### src/rtl/decode_hazard_ctrl.sv
`default_nettype none
// =============================================================================
// decode_hazard_ctrl : decode-stage scoreboard with RAW/overflow stall and
//                      post-branch decode flush sequencing.  Rev 1.0
// =============================================================================
module decode_hazard_ctrl #(
  parameter int          NUM_REGS  = 16,
  parameter int          CNT_W     = 2,
  parameter logic [15:0] WR_MASK   = 16'h00FF,
  parameter logic [15:0] SRC2_MASK = 16'h00FF,
  parameter bit          WB_BYPASS = 1'b1,
  parameter int          FLUSH_CYC = 1,
  parameter int          STALL_MAX = 64,
  localparam int         AW        = $clog2(NUM_REGS)
) (
  input  logic                clk,
  input  logic                reset,
  input  logic                inst_valid,
  input  logic [3:0]          opcodeDP,
  input  logic [AW-1:0]       srcAdd1,
  input  logic [AW-1:0]       srcAdd2,
  input  logic [AW-1:0]       destaddD,
  input  logic                InstBranch,
  input  logic                write_en,
  input  logic [AW-1:0]       destAddW,
  output logic                issue,
  output logic                stallD,
  output logic                flushD,
  output logic [NUM_REGS-1:0] busy_vec,
  output logic [1:0]          state,
  output logic [15:0]         stall_count,
  output logic                sb_err,
  output logic                deadlock_err
);

  localparam int             RW        = $clog2(STALL_MAX + 1);
  localparam logic [CNT_W-1:0] C_CNT_MAX = {CNT_W{1'b1}};
  localparam logic [CNT_W-1:0] C_CNT_ONE = CNT_W'(1);

  typedef enum logic [1:0] {
    ST_RUN   = 2'd0,
    ST_STALL = 2'd1,
    ST_FLUSH = 2'd2
  } state_t;

  state_t           state_q, state_d;
  logic [CNT_W-1:0] cnt_q [NUM_REGS];
  logic [CNT_W-1:0] cnt_d [NUM_REGS];
  logic [1:0]       flush_cnt_q, flush_cnt_d;
  logic             flushD_q, flushD_d;
  logic [15:0]      stall_count_q, stall_count_d;
  logic [RW-1:0]    run_q, run_d;
  logic             sb_err_q, sb_err_d;
  logic             deadlock_q, deadlock_d;

  logic [CNT_W-1:0] cnt1, cnt2, cntd;
  logic             byp1, byp2, hz1, hz2, ovf, hazard, not_flush;

  // A source whose last outstanding write is landing right now is not a hazard.
  always_comb begin
    cnt1      = cnt_q[srcAdd1];
    cnt2      = cnt_q[srcAdd2];
    cntd      = cnt_q[destaddD];
    byp1      = WB_BYPASS && write_en && (destAddW == srcAdd1) && (cnt1 == C_CNT_ONE);
    byp2      = WB_BYPASS && write_en && (destAddW == srcAdd2) && (cnt2 == C_CNT_ONE);
    hz1       = (cnt1 != '0) && !byp1;
    hz2       = SRC2_MASK[opcodeDP] && (cnt2 != '0) && !byp2;
    ovf       = WR_MASK[opcodeDP] && (cntd == C_CNT_MAX);
    hazard    = inst_valid && (hz1 || hz2 || ovf);
    not_flush = (state_q != ST_FLUSH);
    stallD    = reset && hazard && not_flush;
    issue     = reset && inst_valid && !hazard && not_flush;
  end

  always_comb begin
    logic inc, dec;
    sb_err_d = sb_err_q;
    busy_vec = '0;
    for (int r = 0; r < NUM_REGS; r++) begin
      inc      = issue && WR_MASK[opcodeDP] && (destaddD == AW'(r));
      dec      = write_en && (destAddW == AW'(r));
      cnt_d[r] = cnt_q[r];
      if (dec && (cnt_q[r] == '0))
        sb_err_d = 1'b1;
      if (inc && !dec)
        cnt_d[r] = cnt_q[r] + C_CNT_ONE;
      else if (dec && !inc && (cnt_q[r] != '0))
        cnt_d[r] = cnt_q[r] - C_CNT_ONE;
      busy_vec[r] = (cnt_q[r] != '0);
    end
  end

  always_comb begin
    state_d     = state_q;
    flush_cnt_d = flush_cnt_q;
    case (state_q)
      ST_RUN, ST_STALL: begin
        if (issue && InstBranch) begin
          state_d     = ST_FLUSH;
          flush_cnt_d = 2'(FLUSH_CYC);
        end else if (stallD) begin
          state_d = ST_STALL;
        end else begin
          state_d = ST_RUN;
        end
      end
      ST_FLUSH: begin
        flush_cnt_d = flush_cnt_q - 2'd1;
        if (flush_cnt_q == 2'd1)
          state_d = ST_RUN;
      end
      default: state_d = ST_RUN;
    endcase
    flushD_d      = (state_d == ST_FLUSH);
    stall_count_d = (stallD && (stall_count_q != 16'hFFFF)) ? stall_count_q + 16'd1 : stall_count_q;
    run_d         = !stallD ? '0 : ((run_q == RW'(STALL_MAX)) ? run_q : run_q + RW'(1));
    deadlock_d    = deadlock_q || (run_d == RW'(STALL_MAX));
  end

  always_ff @(posedge clk or negedge reset) begin
    if (!reset) begin
      state_q       <= ST_RUN;
      flush_cnt_q   <= '0;
      flushD_q      <= 1'b0;
      stall_count_q <= '0;
      run_q         <= '0;
      sb_err_q      <= 1'b0;
      deadlock_q    <= 1'b0;
      for (int r = 0; r < NUM_REGS; r++)
        cnt_q[r] <= '0;
    end else begin
      state_q       <= state_d;
      flush_cnt_q   <= flush_cnt_d;
      flushD_q      <= flushD_d;
      stall_count_q <= stall_count_d;
      run_q         <= run_d;
      sb_err_q      <= sb_err_d;
      deadlock_q    <= deadlock_d;
      for (int r = 0; r < NUM_REGS; r++)
        cnt_q[r] <= cnt_d[r];
    end
  end

  assign flushD       = flushD_q;
  assign state        = state_q;
  assign stall_count  = stall_count_q;
  assign sb_err       = sb_err_q;
  assign deadlock_err = deadlock_q;

endmodule
`default_nettype wire

### config.mk
export PLATFORM = sky130hd
export DESIGN_NAME = decode_hazard_ctrl
export DESIGN_NICKNAME = d
export VERILOG_FILES = /design/src/rtl/decode_hazard_ctrl.sv
export SDC_FILE = /design/constraint.sdc
export NUM_CORES = 1
export LEC_CHECK = 0
export ABC_AREA = 1
export CAP_MARGIN = 30
export CORE_MARGIN = 3
export CORE_UTILIZATION = 65
export DETAILED_ROUTE_END_ITERATION = 8
export DONT_BUFFER_PORTS = 1
export PLACE_DENSITY = 0.79
export SYNTH_ARGS = -nofsm -noshare
export SYNTH_HDL_FRONTEND = slang
export SYNTH_SLANG_ARGS = --single-unit
### constraint.sdc
create_clock -name clk -period 2.55 [get_ports clk]
set_input_delay 0.255 -clock clk [delete_from_list [all_inputs] [get_ports clk]]
set_output_delay 0.255 -clock clk [all_outputs]
set_load 0.05 [all_outputs]
==> metrics.md, run 1 <==
| Metric | Value |
|---|---|
| Hold WS | `between 0.1 and 0.15 ns` |
| Ys flop type | `dfrtp_1` |
| Synth Area per Inst | `6.17 µm²` |
| Clk slew on worst S/H paths | `0.07 ns` |
| CTS Buffer Depth | `2` |
| # H-tree levels | `3` |
| Drt wl/cell | `16.6 µm` |
| Share of cells above drive strength 1 | `0.0887` |
| DR iter-0 viols | `552` |
| Period minus WS final | `2.43 ns` |
| Post-route clock skew | `0.0120 ns` |
| Synthesized flop and latch total | `between 60 and 70` |
| Antenna Nets Post-Route | `0` |
| GRT Util Overall | `0.362` |
| Pre-antenna DRT Iters | `6` |
| Maximum vdd drop | `approximately 0.00045 V` |
| EDFF count, synth | `0` |
| Status | `complete, no violations` |
| Element type at the critical path end | `output pin` |
| Final Hold Viols | `0` |
| Die Wd | `93.2 µm` |
| Root buffer cell | `clkbuf_8` |
| P_leak | `around 2.9 nW` |
| Final setup viols | `0` |
| CTS Sinks | `62` |
| Data required time of the worst path | `around 2.3 ns` |
| Max Cap Viol | `0` |
| Synth Instances | `800` |
| Startpoint types | `flop` |
| Io pins | `64` |
| Period Utilization, post-route | `0.954` |
| Global-route wire length before repair | `24,600 µm` |
| Dpl hpwl | `10,900 µm` |
| Vias per cell | `5.92` |
| Synth cell types | `35` |
| Final Max Slew Viols | `0` |
| Peak fanout along the critical path | `15` |
| Top post-synthesis cells by area | `dfrtp_1, nand2_1, nand3_1` |
| Seq/Total Area, Yosys | `0.314` |
| DRT Wirelength | `roughly 15,000 µm` |
| Worst-margin pin slew | `0.649 ns` |
| Normalized max-slew margin | `0.564` |
| Maximum achievable frequency | `0.411 GHz` |
| Largest net degree at the start of global routing | `63` |
| Pwr/cell area | `697 nW/µm²` |
| Mapped cell area | `about 4900 µm²` |
| Top cell type's share of synthesized area | `0.314` |
| TritonCTS Buffers | `9` |
| Placed Instances | `903` |
| Fin cells | `around 900` |
| GP Congestion | `1.01` |
| Worst path arrival time | `between 2 and 2.5 ns` |
| Vias post-DR | `5,461` |
| Syn_nets | `829` |
| CTS tree | `done` |
| CORE AREA | `7290 µm²` |
| Die area | `about 8700 µm²` |
| RSZ-0062 raised after global routing | `yes` |
| DRC Markers | `0` |
| Hold Path Class | `in -> reg` |
| GR Overflow Total | `0` |
| Place WS | `0.281 ns` |
| Clk Latency, worst-skew pair | `0.35 ns` |
| Row cnt | `31` |
| Async S/R FF share, synth | `1.00` |
| Layout net count | `between 800 and 900` |
| Antenna violations before repair | `0` |
| Area growth syn-to-layout | `10.1%` |
| Number of warnings issued by yosys | `0` |
| Final worst slack | `0.118 ns` |
| Vias in the first global route | `around 5,000` |
| Port bufs | `0` |
| Total power | `3.79 mW` |
| Die height | `93.2 µm` |
| Synth area leader | `dfrtp_1` |
| Setup CP Type | `reg -> out` |
| Initial core utilization | `0.677` |
| Number of diodes | `0` |
-- layer usage --
metal | wire length, µm | track usage | vias up
met4 | 512 | 0.132 | 0
met5 | 0 | 0 | -
li1 | - | - | 2591
met1 | 6000 | 0.491 | 2457
met2 | 6710 | 0.552 | 358
met3 | 2060 | 0.106 | 55
-- registers in the layout, summed over array words and instances (netlist names) --
signal / cells
flush_cnt_q: 2
run_q: 7
sb_err: 1
deadlock_err: 1
cnt_q: 32
state: 2
flushD: 1
stall_count: 16
-- synth_stat cells (all sizes together), types with 8 or more instances --
cell / instances
clkbuf: 9
xor2: 10
inv: 111
nor3: 17
or2: 8
nor2: 66
nand2: 291
nand3: 97
nand4: 19
xnor2: 10
dfrtp: 62
o21ai: 46
a21oi: 13
buf: 14
-- path summary, 6_finish.rpt --
check,from,end,slack (ns),cells after the start
setup / recovery,cnt_q[14],stallD,0.12,15
hold / removal,InstBranch,state[1],0.13,2
min in group asynchronous,reset,cnt_q[23],0.45,2
setup reg to reg,cnt_q[26],sb_err,0.22,5
max in group asynchronous,reset,cnt_q[14],1.78,2
hold reg to reg,stall_count[3],stall_count[3],0.54,1
-- worst max-delay path, stage by stage, from the launching register on --
cell,delay [ns]
dfrtp_2,0.46
nand2_1,0.11
nand2_1,0.08
nand2_1,0.09
nand2_1,0.07
nand2_1,0.07
nand2_1,0.05
inv_1,0.05
nand2_1,0.05
nand2_1,0.06
nand2_1,0.09
o21ai_1,0.12
nand2_1,0.14
nand2_4,0.16
inv_6,0.09
buf_6,0.16
-- final cells by class --
class	instances	area (µm²)
timing repair buffer	30	259
multi-input combinational	603	2840
inverter	112	425
clock buffer	11	151
sequential	62	1550
tap	99	124
fill	653	1860
clock inverter	5	81.3
-- cells in the final DEF, fill, tap and decap left out, types with 5 or more instances in the layout --
cell / count
buf_4: 25
clkbuf_8: 11
inv_1: 104
o21ai_0: 19
nand2_1: 289
a21oi_2: 5
or2_2: 8
nand4_1: 19
nand3_1: 97
inv_2: 6
a21oi_1: 8
nor2_1: 61
o21ai_1: 27
dfrtp_1: 61
xnor2_1: 10
xor2_1: 10
nor3_1: 17
-- report_power, final --
part / switching (mW) / total (mW) / internal (mW)
clock network: 0.430 / 1.03 / 0.604
registers: 0.240 / 1.37 / 1.13
logic: 1.01 / 1.38 / 0.373
total: 1.68 / 3.79 / 2.11
-- stage by stage --
step                utilization  setup TNS (ns)  instance area, µm²
floorplan                     -               0                4940
global placement          0.704               0                5140
detailed placement        0.704               0                5140
CTS                       0.741               0                5410
global route              0.745         -0.0669                5430
finish                    0.745               0                5430
-- cells by family after synthesis --
kind of cell / after synthesis / synth area share
buf+inv: 135 / 0.112
compound gates: 73 / 0.0854
xor+xnor: 20 / 0.0355
flops: 62 / 0.314
fa+ha+maj: 4 / 0.0101
simple gates: 506 / 0.443
-- what timing repair did --
item,CTS,global route
setup buffers,0,1
hold endpoints to repair,62,0
hold buffers,2,0
resized for setup,0,6
setup endpoints to repair,0,4
No activity file was read; power rests on OpenSTA's default activity.
==> inputs of run 2 (changes only) <==
--- a/config.mk
+++ b/config.mk
@@ -7,7 +7,7 @@
 export LEC_CHECK = 0
 export ABC_AREA = 1
 export CAP_MARGIN = 30
-export CORE_MARGIN = 3
+export CORE_MARGIN = 2
 export CORE_UTILIZATION = 65
 export DETAILED_ROUTE_END_ITERATION = 8
 export DONT_BUFFER_PORTS = 1
==> run 2 against run 1 <==
Largest cell class unchanged. Die area shrank 4.2%. Flip-flop and latch count unchanged. Global-route usage rose by 0.67 points.
==> metrics.md, run 2 (synthesis gave the netlist of run 1 again) <==
| Metric | Value |
|---|---|
| R2r endpoint | `cnt_q[16]` |
| Share of cells above drive strength 1 | `0.103 (+0.0147)` |
| GP Congestion | `1.01 (about the same)` |
| Drt wl/cell | `16.3 µm (-1.7%)` |
| Hold Path Depth | `2 (unchanged)` |
| Critical Path Most Common Cell | `nand2_1` |
| Maximum vdd drop | `0.000535 V (+18%)` |
| Setup CP Type | `reg -> out` |
| RSZ-0062 raised after global routing | `no` |
| Worst-margin pin slew | `0.607 ns (-0.0415 ns)` |
| Vias per cell | `5.91 (-0.22%)` |
| Port bufs | `0 (unchanged)` |
| Dpl cell area | `5130 µm² (-0.15%)` |
| DRC Markers | `0 (unchanged)` |
| Fin area | `5430 µm² (-0.16%)` |
| Antenna Nets Post-Route | `0 (unchanged)` |
| Final Hold Viols | `0 (unchanged)` |
| P_leak | `2.84 nW (-1.3%)` |
| Clk slew on worst S/H paths | `0.08 ns (about the same)` |
| TNS Setup | `0 ns (unchanged)` |
| Vias in the first global route | `4,908 (-2.9%)` |
| # fillers | `607 (-7.0%)` |
| Number of diodes | `0 (unchanged)` |
| Largest register FFs | `32 (unchanged)` |
| CORE AREA | `7290 µm² (unchanged)` |
| Most common cell after layout, fill and taps aside | `nand2_1` |
| Data required time of the worst path | `2.30 ns (about the same)` |
| Pwr/cell area | `696 nW/µm² (-0.21%)` |
| Element type at the critical path end | `output pin` |
| Global-route wire length before repair | `24,100 µm (-2.1%)` |
| DR iter-0 viols | `553 (+0.18%)` |
| Period Utilization, post-route | `0.932 (-0.0215)` |
| Worst path arrival time | `2.12 ns (-0.06 ns)` |
| CTS Buffer Depth | `2 (unchanged)` |
| Initial core utilization | `0.677 (unchanged)` |
| Area growth syn-to-layout | `9.88%` |
| Peak fanout along the critical path | `15 (unchanged)` |
| Commonest non-fill, non-tap cells in the layout | `nand2_1, inv_1, nand3_1` |
| Largest net degree at the start of global routing | `63 (unchanged)` |
| Slowest CP cell | `dfrtp_1` |
| Final setup viols | `0 (unchanged)` |
| Die height | `91.2 µm (-2.1%)` |
| Max Cap Viol | `0 (unchanged)` |
| Top reg by flops | `cnt_q` |
| Worst setup path start | `cnt_q[23]` |
| Antenna violations before repair | `0 (unchanged)` |
| Critical Path, Cell by Cell | `inv_1 -> o21ai_0 -> nand2_1 -> nand2_1 -> nand2_1 -> nand2_1 -> inv_1 -> nand2_1 -> nand2_1 -> nand2_1 -> o21ai_1 -> nand2_1 -> nand2_4 -> inv_4 -> buf_6` |
| Normalized max-slew margin | `0.591 (+0.0279)` |
| GR Overflow Total | `0 (unchanged)` |
| Root buffer cell | `clkbuf_8` |
| Reg2reg start | `state[1]` |
| Post-route clock skew | `0.0109 ns (-0.00116 ns)` |
| # H-tree levels | `3 (unchanged)` |
| CP endpoint | `stallD` |
| Hold Path Class | `in -> reg` |
| Largest stage delay, worst path | `0.40 ns (-0.06 ns)` |
| Die area | `8310 µm² (-4.2%)` |
| Row cnt | `31 (unchanged)` |
| Pre-antenna DRT Iters | `7 (+1)` |
| Final Max Slew Viols | `0 (unchanged)` |
| Maximum achievable frequency | `0.421 GHz (+2.3%)` |
| CTS Sinks | `62 (unchanged)` |
| TritonCTS Buffers | `9 (unchanged)` |
| Status | `complete, no violations` |
| R2R cell count | `12 (+7)` |
| Startpoint types | `flop` |
| Die Wd | `91.2 µm (-2.1%)` |
| Reg2Reg Setup Slack | `0.26 ns (+0.04 ns)` |
| DRT Wirelength | `15,000 µm (-1.8%)` |
| Io pins | `64 (unchanged)` |
| Vias post-DR | `5,443 (-0.33%)` |
| GRT Util Overall | `0.369 (+0.00669)` |
| Clk Latency, worst-skew pair | `0.35 ns (about the same)` |
| Layout net count | `846 (-0.12%)` |
| Period minus WS final | `2.38 ns (-0.0548 ns)` |
| CTS tree | `done` |
| Dpl hpwl | `10,900 µm (-0.48%)` |
-- run 2: cell types whose count changed in the layout (fill, tap and decap cells not counted), sizes merged --
cell	change
clkinv	-2
clkinvlp	+2
buf	-1
-- run 2: area by class of cell --
cell class | count | area [µm²] | area share
multi-input cells | 603 | 2840 | 0.524
flip-flops and latches | 62 | 1570 | 0.289
inverters | 112 | 423 | 0.0780
repair buffers | 29 | 244 | 0.0450
clock buffers | 11 | 141 | 0.0261
well taps | 99 | 124 | 0.0228
clock inverters | 5 | 82.6 | 0.0152
-- run 2: how the worst min path moves through the flow --
| stage | to | slack [ns] | startpoint |
|---|---|---|---|
| 2_1_floorplan | cnt_q[0] | -0.04 | reset |
| 3_3_place_gp | cnt_q[23] | -0.04 | reset |
| 3_5_place_dp | cnt_q[23] | -0.04 | reset |
| 4_1_cts | flushD | 0.12 | InstBranch |
| 5_1_grt | flushD | 0.13 | InstBranch |
| 6_report | flushD | 0.13 | InstBranch |
-- run 2: power by group --
group          total [mW]  leakage [nW]  internal [mW]  switching, mW
registers            1.38         0.790           1.15          0.232
clock network       0.994         0.102          0.577          0.417
logic                1.40          1.95          0.377           1.02
total                3.77          2.84           2.10           1.67
-- run 2: what timing repair did --
| action | CTS | global route |
|---|---|---|
| hold buffers | 2 | 0 |
| buffers inserted | 0 | 1 |
| endpoints found under the hold margin | 62 | 0 |
| setup endpoints to repair | 0 | 1 |
| resized for setup | 0 | 17 |
-- run 2: per-layer routing --
layer | routed length, µm | vias up | GRT usage
li1 | - | 2588 | -
met1 | 6240 | 2453 | 0.524
met2 | 6540 | 355 | 0.552
met3 | 1840 | 47 | 0.0905
met4 | 396 | 0 | 0.128
met5 | 0 | - | 0
-- run 2: critical path: cells and delay by family (launching register included) --
family,cells,cell delay (ns)
flops,1,0.40
simple gates,9,0.67
buf+inv,4,0.46
compound gates,2,0.23
-- run 2: through the flow --
step	power [mW]	utilization	hold WS [ns]	setup WS, ns	std cells
after floorplan	2.41	-	-0.0406	0.185	800
after global placement	2.66	0.703	-0.0394	0.402	902
after detailed placement	2.72	0.703	-0.0392	0.344	902
after CTS	3.73	0.739	0.117	0.0485	920
after global routing	3.97	0.744	0.132	0.0205	921
final	3.77	0.744	0.127	0.172	921
